## src/rtl/dsp_mem_pkg.sv

```systemverilog
// Shared encodings for the DSP data-memory initiator: access widths, FSM states
// and the bit-reverse helper used for FFT reordering.
package dsp_mem_pkg;

  localparam logic [2:0] MEM_W_BYTE = 3'b000;
  localparam logic [2:0] MEM_W_HALF = 3'b001;
  localparam logic [2:0] MEM_W_WORD = 3'b010;

  typedef enum logic [2:0] {
    ST_IDLE,
    ST_RD_REQ,
    ST_RD_WAIT,
    ST_WR_REQ,
    ST_FIN
  } state_t;

  // Reverses the low n bits of v; bits at and above n come back as zero.
  function automatic logic [15:0] bit_rev(input logic [15:0] v, input logic [4:0] n);
    logic [15:0] r;
    r = '0;
    for (int i = 0; i < 16; i++) begin
      if (i < int'(n)) r[4'(i)] = v[4'(int'(n) - 1 - i)];
    end
    return r;
  endfunction

endpackage

```

## src/rtl/dsp_block_mover_if.sv

```systemverilog
// Request/response bus between the block mover (master) and data memory (slave).
interface dsp_block_mover_if;

  logic [31:0] mem_addr;
  logic [31:0] mem_write_data;
  logic        mem_read;
  logic        mem_write;
  logic [2:0]  mem_width;
  logic        mem_signed;
  logic        mem_circular;
  logic        mem_bit_reverse;
  logic [31:0] mem_base_addr;
  logic [31:0] mem_buffer_size;
  logic [4:0]  mem_fft_size_log2;
  logic [31:0] mem_read_data;
  logic        mem_ready;

  modport master (
    output mem_addr, mem_write_data, mem_read, mem_write, mem_width, mem_signed,
           mem_circular, mem_bit_reverse, mem_base_addr, mem_buffer_size, mem_fft_size_log2,
    input  mem_read_data, mem_ready
  );

  modport slave (
    input  mem_addr, mem_write_data, mem_read, mem_write, mem_width, mem_signed,
           mem_circular, mem_bit_reverse, mem_base_addr, mem_buffer_size, mem_fft_size_log2,
    output mem_read_data, mem_ready
  );

endinterface

```

## src/rtl/dsp_addr_gen.sv

```systemverilog
// Address generation for the block mover: source address (linear or bit-reversed)
// and destination address, with the circular destination offset kept here.
module dsp_addr_gen
  import dsp_mem_pkg::*;
#(
  parameter int CNT_W = 16
) (
  input  logic             clk,
  input  logic             rst,
  input  logic             load,
  input  logic [31:0]      load_off,
  input  logic             advance,
  input  logic [CNT_W-1:0] src_idx,
  input  logic [CNT_W-1:0] dst_idx,
  input  logic [31:0]      src_base,
  input  logic [31:0]      dst_base,
  input  logic             src_bitrev,
  input  logic [4:0]       fft_log2,
  input  logic             dst_circ,
  input  logic [31:0]      dst_len,
  output logic [31:0]      src_addr,
  output logic [31:0]      dst_addr
);

  logic [31:0] dst_off;
  logic [31:0] dst_off_inc;
  logic [31:0] src_word;

  assign dst_off_inc = dst_off + 32'd4;

  always_comb begin
    src_word = src_bitrev ? {16'h0000, bit_rev(16'(src_idx), fft_log2)} : 32'(src_idx);
    src_addr = src_base + (src_word << 2);
    dst_addr = dst_circ ? (dst_base + dst_off) : (dst_base + (32'(dst_idx) << 2));
  end

  // The offset is accepted as < len and steps by one word, so an equality test replaces a modulo.
  always_ff @(posedge clk) begin
    if (rst) begin
      dst_off <= '0;
    end else if (load) begin
      dst_off <= load_off;
    end else if (advance && dst_circ) begin
      dst_off <= (dst_off_inc == dst_len) ? 32'd0 : dst_off_inc;
    end
  end

endmodule

```

## src/rtl/dsp_block_mover.sv

```systemverilog
// DSP data-memory block mover: copies N words from a source to a destination region,
// with optional bit-reversed source order and circular destination addressing.
module dsp_block_mover
  import dsp_mem_pkg::*;
#(
  parameter int CNT_W   = 16,
  parameter int TIMEOUT = 64
) (
  input  logic             clk,
  input  logic             rst,
  input  logic             cmd_valid,
  output logic             cmd_ready,
  input  logic [31:0]      cmd_src_base,
  input  logic [31:0]      cmd_dst_base,
  input  logic [CNT_W-1:0] cmd_count,
  input  logic             cmd_src_bitrev,
  input  logic [4:0]       cmd_fft_log2,
  input  logic             cmd_dst_circ,
  input  logic [31:0]      cmd_dst_len,
  input  logic [31:0]      cmd_dst_off,
  input  logic             abort,
  output logic             busy,
  output logic             done,
  output logic             error,
  output logic [CNT_W-1:0] words_done,
  dsp_block_mover_if.master bus
);

  localparam int WAIT_W = $clog2(TIMEOUT);

  state_t           state;
  logic [31:0]      src_base;
  logic [31:0]      dst_base;
  logic [CNT_W-1:0] count;
  logic             src_bitrev;
  logic [4:0]       fft_log2;
  logic             dst_circ;
  logic [31:0]      dst_len;
  logic [CNT_W-1:0] idx;
  logic             abort_pend;
  logic [WAIT_W-1:0] wait_cnt;

  logic             accept;
  logic             cmd_bad;
  logic             last_word;
  logic [31:0]      src_addr;
  logic [31:0]      dst_addr;

  assign accept    = (state == ST_IDLE) && cmd_valid;
  assign last_word = ((idx + CNT_W'(1)) == count);

  assign bus.mem_width         = MEM_W_WORD;
  assign bus.mem_signed        = 1'b0;
  assign bus.mem_circular      = 1'b0;
  assign bus.mem_bit_reverse   = 1'b0;
  assign bus.mem_base_addr     = 32'd0;
  assign bus.mem_buffer_size   = 32'd0;
  assign bus.mem_fft_size_log2 = 5'd0;

  always_comb begin
    cmd_bad = (cmd_src_base[1:0] != 2'b00) || (cmd_dst_base[1:0] != 2'b00);
    if (cmd_src_bitrev && ((cmd_fft_log2 == 5'd0) || (cmd_fft_log2 > 5'd16) ||
                           (32'(cmd_count) > (32'd1 << cmd_fft_log2))))
      cmd_bad = 1'b1;
    if (cmd_dst_circ && ((cmd_dst_len == 32'd0) || (cmd_dst_len[1:0] != 2'b00) ||
                         (cmd_dst_off >= cmd_dst_len)))
      cmd_bad = 1'b1;
  end

  dsp_addr_gen #(.CNT_W(CNT_W)) u_addr_gen (
    .clk        (clk),
    .rst        (rst),
    .load       (accept),
    .load_off   (cmd_dst_off),
    .advance    (state == ST_WR_REQ),
    .src_idx    (idx + CNT_W'(1)),
    .dst_idx    (idx),
    .src_base   (src_base),
    .dst_base   (dst_base),
    .src_bitrev (src_bitrev),
    .fft_log2   (fft_log2),
    .dst_circ   (dst_circ),
    .dst_len    (dst_len),
    .src_addr   (src_addr),
    .dst_addr   (dst_addr)
  );

  // Requests are registered, so the abort decision for a read is taken on the edge
  // entering RD_REQ; an RD_REQ entered without a request falls straight through to FIN.
  always_ff @(posedge clk) begin
    if (rst) begin
      state              <= ST_IDLE;
      cmd_ready          <= 1'b1;
      busy               <= 1'b0;
      done               <= 1'b0;
      error              <= 1'b0;
      words_done         <= '0;
      bus.mem_read       <= 1'b0;
      bus.mem_write      <= 1'b0;
      bus.mem_addr       <= '0;
      bus.mem_write_data <= '0;
      src_base           <= '0;
      dst_base           <= '0;
      count              <= '0;
      src_bitrev         <= 1'b0;
      fft_log2           <= '0;
      dst_circ           <= 1'b0;
      dst_len            <= '0;
      idx                <= '0;
      abort_pend         <= 1'b0;
      wait_cnt           <= '0;
    end else begin
      bus.mem_read  <= 1'b0;
      bus.mem_write <= 1'b0;
      done          <= 1'b0;
      case (state)
        ST_IDLE: begin
          if (cmd_valid) begin
            src_base   <= cmd_src_base;
            dst_base   <= cmd_dst_base;
            count      <= cmd_count;
            src_bitrev <= cmd_src_bitrev;
            fft_log2   <= cmd_fft_log2;
            dst_circ   <= cmd_dst_circ;
            dst_len    <= cmd_dst_len;
            words_done <= '0;
            error      <= 1'b0;
            idx        <= '0;
            abort_pend <= 1'b0;
            wait_cnt   <= '0;
            cmd_ready  <= 1'b0;
            busy       <= 1'b1;
            if (cmd_bad) begin
              error <= 1'b1;
              done  <= 1'b1;
              state <= ST_FIN;
            end else if (cmd_count == '0) begin
              done  <= 1'b1;
              state <= ST_FIN;
            end else begin
              state <= ST_RD_REQ;
              if (!abort) begin
                bus.mem_read <= 1'b1;
                bus.mem_addr <= cmd_src_base;
              end
            end
          end
        end
        ST_RD_REQ: begin
          if (!bus.mem_read) begin
            done  <= 1'b1;
            state <= ST_FIN;
          end else begin
            if (abort) abort_pend <= 1'b1;
            wait_cnt <= '0;
            state    <= ST_RD_WAIT;
          end
        end
        ST_RD_WAIT: begin
          if (abort) abort_pend <= 1'b1;
          if (bus.mem_ready) begin
            bus.mem_write_data <= bus.mem_read_data;
            bus.mem_write      <= 1'b1;
            bus.mem_addr       <= dst_addr;
            state              <= ST_WR_REQ;
          end else if (wait_cnt == WAIT_W'(TIMEOUT - 1)) begin
            error <= 1'b1;
            done  <= 1'b1;
            state <= ST_FIN;
          end else begin
            wait_cnt <= wait_cnt + WAIT_W'(1);
          end
        end
        ST_WR_REQ: begin
          words_done <= words_done + CNT_W'(1);
          idx        <= idx + CNT_W'(1);
          if (last_word) begin
            done  <= 1'b1;
            state <= ST_FIN;
          end else begin
            state <= ST_RD_REQ;
            if (!(abort || abort_pend)) begin
              bus.mem_read <= 1'b1;
              bus.mem_addr <= src_addr;
            end
          end
        end
        ST_FIN: begin
          busy      <= 1'b0;
          cmd_ready <= 1'b1;
          state     <= ST_IDLE;
        end
        default: state <= ST_IDLE;
      endcase
    end
  end

endmodule
```

## src/flat_wrapper.sv

```systemverilog
// flat-port wrapper written by rule: the top's interface ports become plain ports
module dsp_block_mover_flat import dsp_mem_pkg::*;
#(
  parameter int CNT_W   = 16,
  parameter int TIMEOUT = 64
)
  (clk, rst, cmd_valid, cmd_ready, cmd_src_base, cmd_dst_base, cmd_count, cmd_src_bitrev, cmd_fft_log2, cmd_dst_circ, cmd_dst_len, cmd_dst_off, abort, busy, done, error, words_done, bus_mem_addr, bus_mem_write_data, bus_mem_read, bus_mem_write, bus_mem_width, bus_mem_signed, bus_mem_circular, bus_mem_bit_reverse, bus_mem_base_addr, bus_mem_buffer_size, bus_mem_fft_size_log2, bus_mem_read_data, bus_mem_ready);
  dsp_block_mover_if bus_i ();
  input  logic clk;
  input  logic rst;
  input  logic cmd_valid;
  output logic cmd_ready;
  input  logic [31:0] cmd_src_base;
  input  logic [31:0] cmd_dst_base;
  input  logic [CNT_W-1:0] cmd_count;
  input  logic cmd_src_bitrev;
  input  logic [4:0] cmd_fft_log2;
  input  logic cmd_dst_circ;
  input  logic [31:0] cmd_dst_len;
  input  logic [31:0] cmd_dst_off;
  input  logic abort;
  output logic busy;
  output logic done;
  output logic error;
  output logic [CNT_W-1:0] words_done;
  output wire logic [$bits(bus_i.mem_addr)-1:0] bus_mem_addr;
  output wire logic [$bits(bus_i.mem_write_data)-1:0] bus_mem_write_data;
  output wire logic [$bits(bus_i.mem_read)-1:0] bus_mem_read;
  output wire logic [$bits(bus_i.mem_write)-1:0] bus_mem_write;
  output wire logic [$bits(bus_i.mem_width)-1:0] bus_mem_width;
  output wire logic [$bits(bus_i.mem_signed)-1:0] bus_mem_signed;
  output wire logic [$bits(bus_i.mem_circular)-1:0] bus_mem_circular;
  output wire logic [$bits(bus_i.mem_bit_reverse)-1:0] bus_mem_bit_reverse;
  output wire logic [$bits(bus_i.mem_base_addr)-1:0] bus_mem_base_addr;
  output wire logic [$bits(bus_i.mem_buffer_size)-1:0] bus_mem_buffer_size;
  output wire logic [$bits(bus_i.mem_fft_size_log2)-1:0] bus_mem_fft_size_log2;
  input wire logic [$bits(bus_i.mem_read_data)-1:0] bus_mem_read_data;
  input wire logic [$bits(bus_i.mem_ready)-1:0] bus_mem_ready;
  assign bus_mem_addr = bus_i.mem_addr;
  assign bus_mem_write_data = bus_i.mem_write_data;
  assign bus_mem_read = bus_i.mem_read;
  assign bus_mem_write = bus_i.mem_write;
  assign bus_mem_width = bus_i.mem_width;
  assign bus_mem_signed = bus_i.mem_signed;
  assign bus_mem_circular = bus_i.mem_circular;
  assign bus_mem_bit_reverse = bus_i.mem_bit_reverse;
  assign bus_mem_base_addr = bus_i.mem_base_addr;
  assign bus_mem_buffer_size = bus_i.mem_buffer_size;
  assign bus_mem_fft_size_log2 = bus_i.mem_fft_size_log2;
  assign bus_i.mem_read_data = bus_mem_read_data;
  assign bus_i.mem_ready = bus_mem_ready;
  dsp_block_mover #(.CNT_W(CNT_W), .TIMEOUT(TIMEOUT)) u_core (.clk(clk), .rst(rst), .cmd_valid(cmd_valid), .cmd_ready(cmd_ready), .cmd_src_base(cmd_src_base), .cmd_dst_base(cmd_dst_base), .cmd_count(cmd_count), .cmd_src_bitrev(cmd_src_bitrev), .cmd_fft_log2(cmd_fft_log2), .cmd_dst_circ(cmd_dst_circ), .cmd_dst_len(cmd_dst_len), .cmd_dst_off(cmd_dst_off), .abort(abort), .busy(busy), .done(done), .error(error), .words_done(words_done), .bus(bus_i));
endmodule
```

## config.mk

```make
export PLATFORM = sky130hd
export DESIGN_NAME = dsp_block_mover_flat
export DESIGN_NICKNAME = d
export VERILOG_FILES = /design/src/rtl/dsp_mem_pkg.sv /design/src/rtl/dsp_block_mover_if.sv /design/src/rtl/dsp_addr_gen.sv /design/src/rtl/dsp_block_mover.sv /design/src/flat_wrapper.sv
export SDC_FILE = /design/constraint.sdc
export NUM_CORES = 1
export LEC_CHECK = 0
export CAP_MARGIN = 10
export CORE_MARGIN = 2
export CORE_UTILIZATION = 39
export DETAILED_ROUTE_END_ITERATION = 7
export HOLD_SLACK_MARGIN = 0.1
export SKIP_LAST_GASP = 1
export SYNTH_ARGS = -nofsm -noshare
export SYNTH_HDL_FRONTEND = slang
export SYNTH_SLANG_ARGS = --single-unit
```

## constraint.sdc

```tcl
create_clock -name clk -period 7.9 [get_ports clk]
set_input_delay 1.975 -clock clk [delete_from_list [all_inputs] [get_ports clk]]
set_output_delay 1.975 -clock clk [all_outputs]
set_load 0.01 [all_outputs]
```

==> flow_summary_export.csv <==
group,metric,value,unit
route,dr_total_vias,20040,
synthesis,synth_cells,2665,
clocking,cts_buffers,34,
floorplanning,start_util,39.37,%
route,vias_per_cell,5.675,
route,drt_wl_total,72650,µm
timing,setup_viol,0,
run_status,outcome,"finished clean",
setup_path,path_buf_inv,2,
setup_path,crit_path_end_kind,"flip-flop",
run,drv_cap,0,
timing,relSlewSlack,28.12,%
timing,finalCritPeriodShare,74.86,%
synthesis,yosysMostFrequentCell,"nand2_1",
setup_path,r2r-start,"u_core.idx[0]$_SDFFE_PP0P_",
min_path,min_path_cells,2,
clocking,cts.sink_count,263,
final_layout,fillCellCount,4991,
setup_path,reg2reg_to,"u_core.bus.mem_addr[27]$_SDFFE_PP0P_",
synthesis,ys.flop_type,"dfxtp_1",
global_routing,antenna_found_initial,3,
timing,tns,0,ns
floorplanning,io_pins,349,
synthesis,synthTopCellsByArea,"dfxtp_1 (27%), nand2_1 (9.6%), ha_1 (8.2%)",
clocking,h-tree-depth,2,
floorplanning,die-area,0.05225,mm²
min_path,min_to,"u_core.bus.mem_write_data[26]$_SDFFE_PP0P_",
setup_path,start_kind,"flip-flop",
clocking,clk_pin_slew,0.06,ns
global_routing,grt_max_degree,169,
power_and_ir_drop,leakage,9.161,nW
synthesis,synth_cell_types,79,
floorplanning,die_y,228.6,µm
synthesis,ys_seq_area_share,26.77,%
setup_path,r2r_setup_slack,1.99,ns
synthesis,synth-seq-cells,263,
timing,fin_crit,5.914,ns
synthesis,synth_edf_count,0,
setup_path,cp.required,8.30,ns
clocking,cts_buffer_depth,3,
route,antenna_left,0,
synthesis,yosysWarnings,0,
synthesis,yosys-top-cells-count,"nand2_1 (501), a21oi_1 (321), dfxtp_1 (263)",
final_layout,final_cells,3532,
clocking,cts_hold_buf,0,
setup_path,critPathTopFamily,"compound AO/OA/AOI/OAI gates",
global_routing,grt_pass1_wl,112200,µm
clocking,cts_resized,0,
route,first_pass_iters,6,
setup_path,crit_path_start,"u_core.idx[0]$_SDFFE_PP0P_",
timing,fin_skew,0.02187,ns
clocking,cts_tree,"yes",
route,routedWlPerCell,20.57,µm
clocking,cts-root-buf,"clkbuf_16",
route,drtIter0Drc,1557,
timing,worst_pin_slew,1.051,ns
route,met1_length,32540,µm
synthesis,synth_area,0.01967,mm²
timing,final_hold_viol_count,0,
clocking,clock_latency,0.55,ns
floorplanning,core-area,0.04997,mm²
setup_path,arrival,6.32,ns
clocking,cts_setup_buffers,0,
timing,slew_viol_final,0,
placement,dpl.hpwl,55350,µm
placement,dp_cells,3473,
synthesis,netlist.area_leader.share,26.77,%
setup_path,cp_slowest_cell,"dfxtp_1",
synthesis,synth.avg_cell_area,7.381,µm²
power_and_ir_drop,power.density,161.8,mW/mm²
global_routing,grt_pass1_vias,19180,
synthesis,synthArstFlopShare,0,%
placement,portBuffers,273,
route,topRoutingLayerUsed,"met5",
setup_path,crit_type,"reg2reg",
power_and_ir_drop,vdd_drop_max,0.1567,mV
setup_path,crit_fanout,10,
min_path,hold_path_class,"reg2reg",
synthesis,yosysTopAreaCell,"dfxtp_1",
floorplanning,rows,82,
global_routing,grt.total_usage,26.95,%
setup_path,crit_path_cell_trace,"ha_1 -> nand4_1 -> nor2_1 -> and3_1 -> xnor2_1 -> mux2i_1 -> mux2_2 -> mux4_2 -> o31ai_1 -> a21oi_1 -> ha_1 -> a21oi_1 -> a21oi_1 -> a2111oi_0 -> buf_4 -> a2111oi_0 -> buf_2 -> o2111ai_1 -> xnor2_1 -> and2_0 -> a2111oi_0 -> o31ai_1",
min_path,min_from,"u_core.bus.mem_write_data[26]$_SDFFE_PP0P_",
global_routing,overflow,0,
timing,max_freq,169.1,MHz
setup_path,cpPeakStageDelay,0.62,ns
route,drc,0,
final_layout,area_growth,20.35,%
route,met2_wirelength,33280,µm
placement,gp_congestion,0.9351,
final_layout,nets,3158,
floorplanning,die_w,228.6,µm
timing,rsz0062_at_grt,"no",
route,routed-wl-met3,4821,µm
final_layout,final_util,47.38,%
final_layout,drive_gt1_share,4.477,%
setup_path,reg2reg_depth,22,
final cells by class:
type,instances,area [µm²],share of cell area (%)
Timing Repair Buffer,297,2944,12.44
Sequential cell,263,5266,22.24
Multi-Input combinational cell,2162,13200,55.77
Clock inverter,9,112.6,0.4756
Tap cell,672,840.8,3.551
Antenna cell,1,2.502,0.01057
Clock buffer,48,1005,4.244
Inverter,80,300.3,1.268
tightest hold or removal path, cell delays in order (launching register included):
cell and delay, ns:
dfxtp_1 0.31, nand2_1 0.05, a21oi_1 0.05
routing by layer:
layer / track usage, % / up-vias
met5: 0 / -
met4: 8.231 / 4
met3: 4.678 / 105
met2: 43.91 / 719
met1: 36.26 / 9512
li1: - / 9704
report_power, final:
group	switching [W]	total [W]	internal [W]
sequential	0.0000979	0.00149	0.00139
combinational	0.000435	0.000764	0.000329
clock	0.000627	0.00158	0.000950
cells by family after synthesis:
logic type | share of synthesized area (%)
DFF | 26.77
other | 0.03818
muxes | 2.582
and+or+nand+nor | 24.23
xor gates and xnor gates | 7.722
adders and majority gates | 8.510
AOI/OAI and AO/OA | 22.59
buffers and inverters | 7.569
how the worst max path moves through the flow:
stage	endpoint	slack (ns)	cells after the start
floorplan	u_core.bus.mem_addr[27]$_SDFFE_PP0P_	2.45	21
global placement	u_core.bus.mem_addr[27]$_SDFFE_PP0P_	1.55	21
detailed placement	u_core.bus.mem_addr[15]$_SDFFE_PP0P_	1.80	14
CTS	u_core.bus.mem_addr[27]$_SDFFE_PP0P_	2.01	22
global route	u_core.bus.mem_addr[27]$_SDFFE_PP0P_	1.36	20
finish	u_core.bus.mem_addr[27]$_SDFFE_PP0P_	1.99	22
cells in the final DEF, fill, tap and decap left out, types with 12 or more instances in the layout:
| master | netlist | routed |
|---|---|---|
| o211ai_1 | 22 | 22 |
| a31oi_1 | 18 | 18 |
| and2_1 | 13 | 12 |
| dfxtp_1 | 263 | 262 |
| nor3_1 | 57 | 57 |
| mux2i_1 | 26 | 26 |
| conb_1 | 2 | 75 |
| nand3_1 | 95 | 95 |
| o21a_1 | 13 | 13 |
| buf_4 | 79 | 21 |
| o31ai_1 | 19 | 19 |
| nor4_1 | 28 | 28 |
| ha_1 | 129 | 129 |
| o21bai_1 | 12 | 12 |
| clkbuf_16 | 0 | 35 |
| xor2_1 | 66 | 66 |
| nand2b_1 | 14 | 14 |
| a21oi_1 | 321 | 321 |
| o21ai_0 | 87 | 87 |
| a211oi_1 | 49 | 49 |
| xnor2_1 | 92 | 92 |
| a21o_1 | 43 | 43 |
| a22oi_1 | 12 | 12 |
| nand2_1 | 501 | 500 |
| nand4_1 | 45 | 45 |
| and3_1 | 28 | 28 |
| inv_1 | 78 | 78 |
| nor2_1 | 171 | 170 |
| clkdlybuf4s50_1 | 0 | 272 |
| or3_1 | 21 | 21 |
registers in the layout, summed over array words and instances, names as in the netlist, 3 cells and up:
name                       count
u_core.dst_base               32
u_core.idx                    16
u_core.bus.mem_write_data     32
u_core.wait_cnt                6
u_core.dst_len                32
u_core.bus.mem_addr           32
u_core.count                  16
u_core.src_base               32
u_core.words_done             16
u_core.u_addr_gen.dst_off     32
u_core.state                   3
u_core.fft_log2                5
metrics by stage:
step	worst slack (ns)	area [µm²]	hold WS (ns)	power, W
2_1_floorplan	2.454	19950	0.4364	0.001979
5_1_grt	1.362	23670	0.4782	0.003993
3_5_place_dp	1.796	22530	0.4494	0.002272
3_3_place_gp	1.545	22520	0.4417	0.002268
6_report	1.986	23680	0.4557	0.003830
4_1_cts	2.008	23650	0.4580	0.003858
Note: power is estimated with default switching activity, not from simulation.
